$ cat src/rtl/ult_effect_arbiter.sv
// Arbitrates the shared full-screen ultimate effect between two players:
// round-robin grant pulse, timed effect window, then optional cooldown.
module ult_effect_arbiter #(
  parameter int unsigned EFFECT_CYCLES   = 50000000,
  parameter int unsigned COOLDOWN_CYCLES = 10000000,
  parameter int unsigned CNT_W           = 32
) (
  input  logic       clk,
  input  logic       reset,
  input  logic       p1_req,
  input  logic       p2_req,
  input  logic       p1_alive,
  input  logic       p2_alive,
  output logic       p1_grant,
  output logic       p2_grant,
  output logic       effect_active,
  output logic [1:0] effect_owner,
  output logic       busy
);

  typedef enum logic [1:0] {
    IDLE     = 2'd0,
    GRANT    = 2'd1,
    ACTIVE   = 2'd2,
    COOLDOWN = 2'd3
  } state_t;

  localparam logic [CNT_W-1:0] EFF_LOAD  = CNT_W'(EFFECT_CYCLES - 1);
  localparam logic [CNT_W-1:0] COOL_LOAD = CNT_W'(COOLDOWN_CYCLES - 1);
  localparam bit               NO_COOL   = (COOLDOWN_CYCLES == 0);

  state_t           state, state_n;
  logic [CNT_W-1:0] cnt, cnt_n;
  logic             owner_p2, owner_p2_n;
  logic             last_p2, last_p2_n;
  logic             elig1, elig2, win_p2, owner_alive;
  logic             p1_grant_n, p2_grant_n, effect_active_n, busy_n;
  logic [1:0]       effect_owner_n;

  // Next-state, counter and next-output decode
  always_comb begin
    state_n         = state;
    cnt_n           = cnt;
    owner_p2_n      = owner_p2;
    last_p2_n       = last_p2;
    elig1           = p1_req & p1_alive;
    elig2           = p2_req & p2_alive;
    // On a tie the player who did not win last time takes it
    win_p2          = elig2 & (~elig1 | ~last_p2);
    owner_alive     = owner_p2 ? p2_alive : p1_alive;

    case (state)
      IDLE: begin
        if (elig1 | elig2) begin
          state_n    = GRANT;
          owner_p2_n = win_p2;
          last_p2_n  = win_p2;
          cnt_n      = EFF_LOAD;
        end
      end
      GRANT: state_n = ACTIVE;
      ACTIVE: begin
        // Natural end or owner death both drop straight into the lockout
        if (cnt == '0 || !owner_alive) begin
          if (NO_COOL) begin
            state_n = IDLE;
            cnt_n   = '0;
          end else begin
            state_n = COOLDOWN;
            cnt_n   = COOL_LOAD;
          end
        end else begin
          cnt_n = cnt - CNT_W'(1);
        end
      end
      COOLDOWN: begin
        if (cnt == '0) state_n = IDLE;
        else           cnt_n   = cnt - CNT_W'(1);
      end
      default: state_n = IDLE;
    endcase

    p1_grant_n      = (state_n == GRANT) & ~owner_p2_n;
    p2_grant_n      = (state_n == GRANT) &  owner_p2_n;
    effect_active_n = (state_n == ACTIVE);
    effect_owner_n  = effect_active_n ? (owner_p2_n ? 2'b10 : 2'b01) : 2'b00;
    busy_n          = (state_n != IDLE);
  end

  // State and registered outputs
  always_ff @(posedge clk or posedge reset) begin
    if (reset) begin
      state         <= IDLE;
      cnt           <= '0;
      owner_p2      <= 1'b0;
      last_p2       <= 1'b1;
      p1_grant      <= 1'b0;
      p2_grant      <= 1'b0;
      effect_active <= 1'b0;
      effect_owner  <= 2'b00;
      busy          <= 1'b0;
    end else begin
      state         <= state_n;
      cnt           <= cnt_n;
      owner_p2      <= owner_p2_n;
      last_p2       <= last_p2_n;
      p1_grant      <= p1_grant_n;
      p2_grant      <= p2_grant_n;
      effect_active <= effect_active_n;
      effect_owner  <= effect_owner_n;
      busy          <= busy_n;
    end
  end

endmodule

$ cat config.mk
export PLATFORM = sky130hd
export DESIGN_NAME = ult_effect_arbiter
export DESIGN_NICKNAME = d
export VERILOG_FILES = /design/src/rtl/ult_effect_arbiter.sv
export SDC_FILE = /design/constraint.sdc
export NUM_CORES = 1
export LEC_CHECK = 0
export CORE_AREA = 2 2 70 72
export DETAILED_ROUTE_END_ITERATION = 16
export DIE_AREA = 0 0 72 74
export PLACE_DENSITY = 0.84
export SYNTH_ARGS = -nofsm -noshare
export SYNTH_HDL_FRONTEND = slang
export SYNTH_SLANG_ARGS = --single-unit
$ cat constraint.sdc
create_clock -name clk -period 8.2 [get_ports clk]
set_clock_uncertainty 0.15 [all_clocks]
set_input_delay 2.05 -clock clk [delete_from_list [all_inputs] [get_ports clk]]
set_output_delay 2.05 -clock clk [all_outputs]
set_load 0.01 [all_outputs]
==> results_dict.tcl, run 1 <==
set metrics [dict create \
    synth_top_area_frac 0.425 \
    synth_xor_area_frac 0 \
    port_buffers 11 \
    synthCells 256 \
    antenna_found_initial 0 \
    grt_pass1_wl_um 9630 \
    track_usage 0.237 \
    crit_type "in -> reg" \
    async_flop_share 1.00 \
    ys_seq_elements 42 \
    ys_warn_count 0 \
    critical_path_required_ns 8.25 \
    fin_crit_ns 4.11 \
    synth_edf_count 0 \
    finalSetupTns_ns 0 \
    rows 25 \
    hold_ws_ns 0.380 \
    drive_gt1_frac 0.120 \
    route.vias.total 2151 \
    cts_setup_buffers 0 \
    reg2reg_depth 7 \
    outcome "finished, final reports clean" \
    synth_area_leaders "dfrtp_1 (42%), o31ai_1 (4.0%), a21oi_1 (3.9%), nor2_1 (3.7%), nand3_1 (3.3%)" \
    wl_per_cell_um 18.0 \
    hp-class "reg -> reg" \
    peakVddDrop_uv 160 \
    slew_violations 0 \
    worst_slew_pin_slew_ns 0.765 \
    finalCritPeriodShare 0.502 \
    synth_cell_type_count 54 \
    die_area_um2 5330 \
    synth_area_um2 2410 \
    dieHeight_um 74 \
    multi_input_area_um2 1250 \
    final-hold-violation-count 0 \
    synthToLayoutAreaGrowth_pct 8.86 \
    crit_arrival_ns 4.16 \
    cts-htree-levels 2 \
    worst_hold_path.endpoint "cnt[25]" \
    first_pass_iters 6 \
    grt_overflow 0 \
    fillCellCount 407 \
    drc 0 \
    endpoint_kind "register" \
    layout.area.seq_um2 1050 \
    drv_cap 0 \
    synth_compound_area_frac 0.228 \
    clk_path_buf_depth 2 \
    hold_buffers 0 \
    p_leak_nw 1.05 \
    grt_max_degree 43 \
    yosys.area.top_type "dfrtp_1" \
    antenna_left 0 \
    grt_pass1_vias 1974 \
    synth_fa_ha_area_frac 0.0104 \
    reg2reg_from "cnt[0]" \
    finalSetupViolCount 0 \
    cts_resized 0 \
    rsz0062_at_grt "false" \
    yosys-mux-area-fraction 0.00415 \
    worst-path-max-fanout 26 \
    r2r-end "cnt[22]" \
    synth_simple_gate_area_frac 0.275 \
    drt-total-wl_um 5760 \
    whs_path_depth 1 \
    max_slew_margin 0.486 \
    numCtsBuffers 5 \
    syn_avg_cell_area_um2 9.43 \
    hpwl_um 4000 \
    synth_top_family_by_area "simple AND/OR/NAND/NOR gates" \
    n_antenna_cell 0 \
    cts.clk_slew.worst_paths_ns 0.08 \
    cts.sinks 42 \
    min_from "cnt[25]" \
    vias_per_cell 6.72 \
    first_iter_violations 199 \
    maxClockFrequency_mhz 243 \
    finalNetCount 273 \
    die_width_um 72 \
    startpoint_type "input pin" \
    pwr_density_cell_nw_per_um2 217 \
    worstSkewPairLatency_ns 0.31 \
    fp.coreArea_um2 4600 \
    initial_core_util 0.525 \
    r2r_setup_slack_ns 4.83 \
    top_level_ports 12 \
    synth_ff_type "dfrtp_1" \
    synth-seq-area-share 0.436 \
    cts_tree "done" \
    cts-root-buf "clkbuf_8" \
    place_congestion 0.913 \
    syn-num-nets 264 \
]
==> critical path, stage by stage <==
cell,delay (ns)
clkdlybuf4s50_1,0.47
a22o_1,0.27
a21oi_2,0.38
a41o_2,0.46
nor2_1,0.16
a221o_1,0.36
==> cell families (layout without fill, tap and decap cells) <==
| family | after synthesis | after routing |
|---|---|---|
| AO/OA/AOI/OAI | 78 | 78 |
| adder cells (fa/ha/maj) | 2 | 2 |
| buffers and inverters | 21 | 31 |
| flip-flops | 42 | 42 |
| multiplexers | 1 | 1 |
| AND/OR/NAND/NOR | 112 | 112 |
==> how the worst max path moves through the flow <==
| stage | startpoint | end | slack, ns | depth (start not counted) |
|---|---|---|---|---|
| 6_report | p1_alive | cnt[22] | 4.09 | 6 |
| 5_1_grt | p1_alive | cnt[22] | 3.94 | 6 |
| 2_1_floorplan | p1_req | cnt[14] | 4.63 | 5 |
| 3_5_place_dp | p1_alive | cnt[14] | 3.80 | 6 |
| 4_1_cts | p1_alive | cnt[22] | 4.13 | 6 |
| 3_3_place_gp | p1_alive | cnt[14] | 3.86 | 6 |
==> layout make-up <==
type,instances,share of cell area
Tap cell,54,0.0257
Timing Repair Buffer,14,0.0505
Clock inverter,1,0.00190
Multi-Input combinational cell,193,0.476
Clock buffer,7,0.0328
Sequential cell,42,0.400
Inverter,9,0.0129
==> layer usage <==
metal / track usage / part of all wire / wire length [um] / up-vias
li1: - / - / - / 1016
met1: 0.328 / 0.46 / 2630 / 1055
met2: 0.355 / 0.47 / 2730 / 71
met3: 0.0596 / 0.049 / 281 / 9
met4: 0.103 / 0.020 / 114 / 0
met5: 0 / 0 / 0 / -
==> sequential cells by signal (all words and copies together), names as in the netlist <==
register	cells
cnt	32
busy	1
state	2
p1_grant	1
effect_owner	2
last_p2	1
effect_active	1
owner_p2	1
p2_grant	1
==> through the flow <==
stage,std cells,setup WS [ns],utilization,cell area [um2],total power (W)
3_3_place_gp,312,3.86,0.552,2540,0.000422
6_report,320,4.09,0.572,2630,0.000570
3_5_place_dp,312,3.80,0.552,2540,0.000430
5_1_grt,320,3.94,0.572,2630,0.000603
2_1_floorplan,256,4.63,-,2410,0.000390
4_1_cts,320,4.13,0.572,2630,0.000570
==> where the power goes <==
part           switching [W]  internal, W
registers          0.0000479     0.000248
clock network      0.0000724    0.0000679
logic              0.0000785    0.0000560
total               0.000199     0.000372
==> synthesized netlist by cell type (2+ instances only) <==
cell and count:
a22oi_1 2, buf_6 2, and4_1 2, nand4_1 5, a221o_1 3, o311ai_0 2, o41ai_1 2, buf_2 3
nor2_1 24, or4_2 2, clkbuf_1 5, dfrtp_1 41, ha_1 2, and3_1 2, nand3b_1 3, nand2_1 10
a21oi_1 19, o31ai_1 13, or4_4 2, inv_1 9, a211o_1 3, or2_2 5, or3_1 9, or4_1 10
nor4_1 6, nor4_2 2, o21ai_0 16, o211ai_1 2, a211oi_1 2, a31oi_1 4, nand3_1 16, nor3_1 6
==> cells in the final DEF (no fill, tap or decap), drive strengths merged, types with 2 or more instances in the layout <==
cell type / n
or3: 10
and3: 3
nand3b: 3
or4: 14
nand2: 10
nand3: 16
and4: 2
nor2: 24
a221o: 3
ha: 2
o41ai: 3
o21ai: 17
a21oi: 20
nand4: 6
dfrtp: 41
nor3: 6
buf: 3
a211oi: 2
inv: 9
a211o: 3
nor4: 9
clkbuf: 7
a31oi: 4
o311ai: 2
o31ai: 13
clkdlybuf4s50: 11
o211ai: 2
a41o: 2
a22oi: 2
or2: 6
No activity file was read; power rests on OpenSTA's default activity.
==> run 2, diff against run 1 <==
- clock period: 8.2 -> 3.8 ns (I/O delays scaled with it)
==> run 2 against run 1 <==
Via count down 1.1%. Utilization rose by 0.49 points. Global-route usage fell by 0.87 points. Sequential share of layout area fell by 0.34 points. Worst hold slack worse by 0.0068 ns. Total power increased by 120%. Clock-buffer cell count stayed put. Design area up 0.86%. Clock power up 110%. Final cell count rose by 0.94%. Wire length fell by 2.5%. Sequential power rose by 110%. Largest cell class unchanged.
==> results_dict.tcl, run 2 (synthesized netlist as in run 1, its figures left out) <==
set metrics [dict create \
    outcome "finished, final reports clean" \
    finalSetupTns_ns 0 \
    finalCritPeriodShare 0.856 \
    first_iter_violations 203 \
    die_area_um2 5330 \
    grt_max_degree 27 \
    numCtsBuffers 5 \
    finalSetupViolCount 0 \
    crit_arrival_ns 3.29 \
    crit_type "reg -> reg" \
    top_level_ports 12 \
    final_common_cell "dfrtp_1" \
    rsz0062_at_grt "false" \
    pwr_density_cell_nw_per_um2 466 \
    wl_per_cell_um 17.4 \
    drc 0 \
    layout_common_cells "dfrtp_1 (41), nor2_1 (24), a21oi_1 (19)" \
    final-hold-violation-count 0 \
    port_buffers 11 \
    cts.sinks 42 \
    drt-total-wl_um 5620 \
    first_pass_iters 4 \
    grt_pass1_wl_um 9450 \
    drv_cap 0 \
    vias_per_cell 6.59 \
    fin_crit_ns 3.25 \
    grt_pass1_vias 1989 \
    finalNetCount 276 \
    critical_path.max_stage_delay_ns 0.64 \
    dieHeight_um 74 \
    endpoint_kind "register" \
    rows 25 \
    clk_path_buf_depth 2 \
    n_antenna_cell 0 \
    crit_slowest_cell "or4b_2" \
    fp.coreArea_um2 4600 \
    top_regs "cnt (32), effect_owner (2), state (2)" \
    initial_core_util 0.525 \
    critical_path_required_ns 3.84 \
    layout.area.seq_um2 1050 \
    place_congestion 0.972 \
    cts_setup_buffers 0 \
    antenna_found_initial 0 \
    largest_register "cnt" \
    hold_buffers 0 \
    drive_gt1_frac 0.130 \
    largest_reg_flops 32 \
    cts-root-buf "clkbuf_8" \
    p_leak_nw 1.06 \
    cts_resized 0 \
    pre_cts_ws_ns 0.502 \
    setup_slack_ns 0.547 \
    startpoint_type "register" \
    hpwl_um 3970 \
    hp-class "reg -> reg" \
    antenna_left 0 \
    r2r_setup_slack_ns 0.55 \
    die_width_um 72 \
    slew_violations 0 \
    grt_overflow 0 \
    route.vias.total 2128 \
    worst-path-max-fanout 11 \
    synthToLayoutAreaGrowth_pct 9.79 \
    worst_slew_pin_slew_ns 0.812 \
    maxClockFrequency_mhz 307 \
    dp.cells 315 \
    track_usage 0.228 \
    worstSkewPairLatency_ns 0.30 \
    cts_tree "done" \
    peakVddDrop_uv 322 \
    multi_input_area_um2 1250 \
    final_cells 323 \
    cp_cell_sequence "inv_1, ha_1, or4b_2, or4_4, o41ai_4, nor2_1, a221o_1" \
    cts.clk_slew.worst_paths_ns 0.08 \
    fillCellCount 392 \
    max_slew_margin 0.455 \
    cts-htree-levels 2 \
]
run 2: per-layer routing:
layer / vias to the layer above / track usage / share of wire
met5: - / 0 / 0
met2: 64 / 0.355 / 0.47
met1: 1033 / 0.316 / 0.45
met4: 0 / 0.0860 / 0.018
li1: 1023 / - / -
met3: 8 / 0.0501 / 0.064
run 2: final cells by class:
| type | instances | area share |
|---|---|---|
| clock inverter | 1 | 0.00189 |
| inverter | 9 | 0.0127 |
| multi-input combinational | 193 | 0.472 |
| clock buffer | 7 | 0.0326 |
| timing repair buffer | 17 | 0.0585 |
| tap | 54 | 0.0255 |
| sequential | 42 | 0.397 |
run 2: path summary, 6_finish.rpt:
| kind | from | end | depth (start not counted) |
|---|---|---|---|
| hold reg to reg | cnt[25] | cnt[25] | 1 |
| setup reg to reg | cnt[0] | cnt[22] | 7 |
| hold / removal | cnt[25] | cnt[25] | 1 |
| min in group asynchronous | reset | cnt[29] | 3 |
| setup / recovery | cnt[0] | cnt[22] | 7 |
| max in group asynchronous | reset | last_p2 | 3 |
run 2: through the flow:
stage                util  hold WS (ns)  power, W  cell area, um2
floorplan               -         0.325  0.000841            2410
detailed placement  0.557         0.360  0.000936            2560
global placement    0.557         0.350  0.000926            2560
global route        0.577         0.391   0.00131            2650
finish              0.577         0.373   0.00124            2650
CTS                 0.577         0.380   0.00124            2650
run 2: power by group:
group	total [W]	internal [W]	switching, W
registers	0.000634	0.000535	0.0000989
clock network	0.000298	0.000147	0.000151
logic	0.000303	0.000133	0.000171
total	0.00124	0.000814	0.000421
run 2: worst max-delay path: cells and delay by family, from the launching register on:
family	cells	cell delay (ns)
and+or+nand+nor	3	1.30
AOI/OAI and AO/OA	2	1.00
DFF	1	0.44
adders and majority gates	1	0.14
buffers and inverters	1	0.10
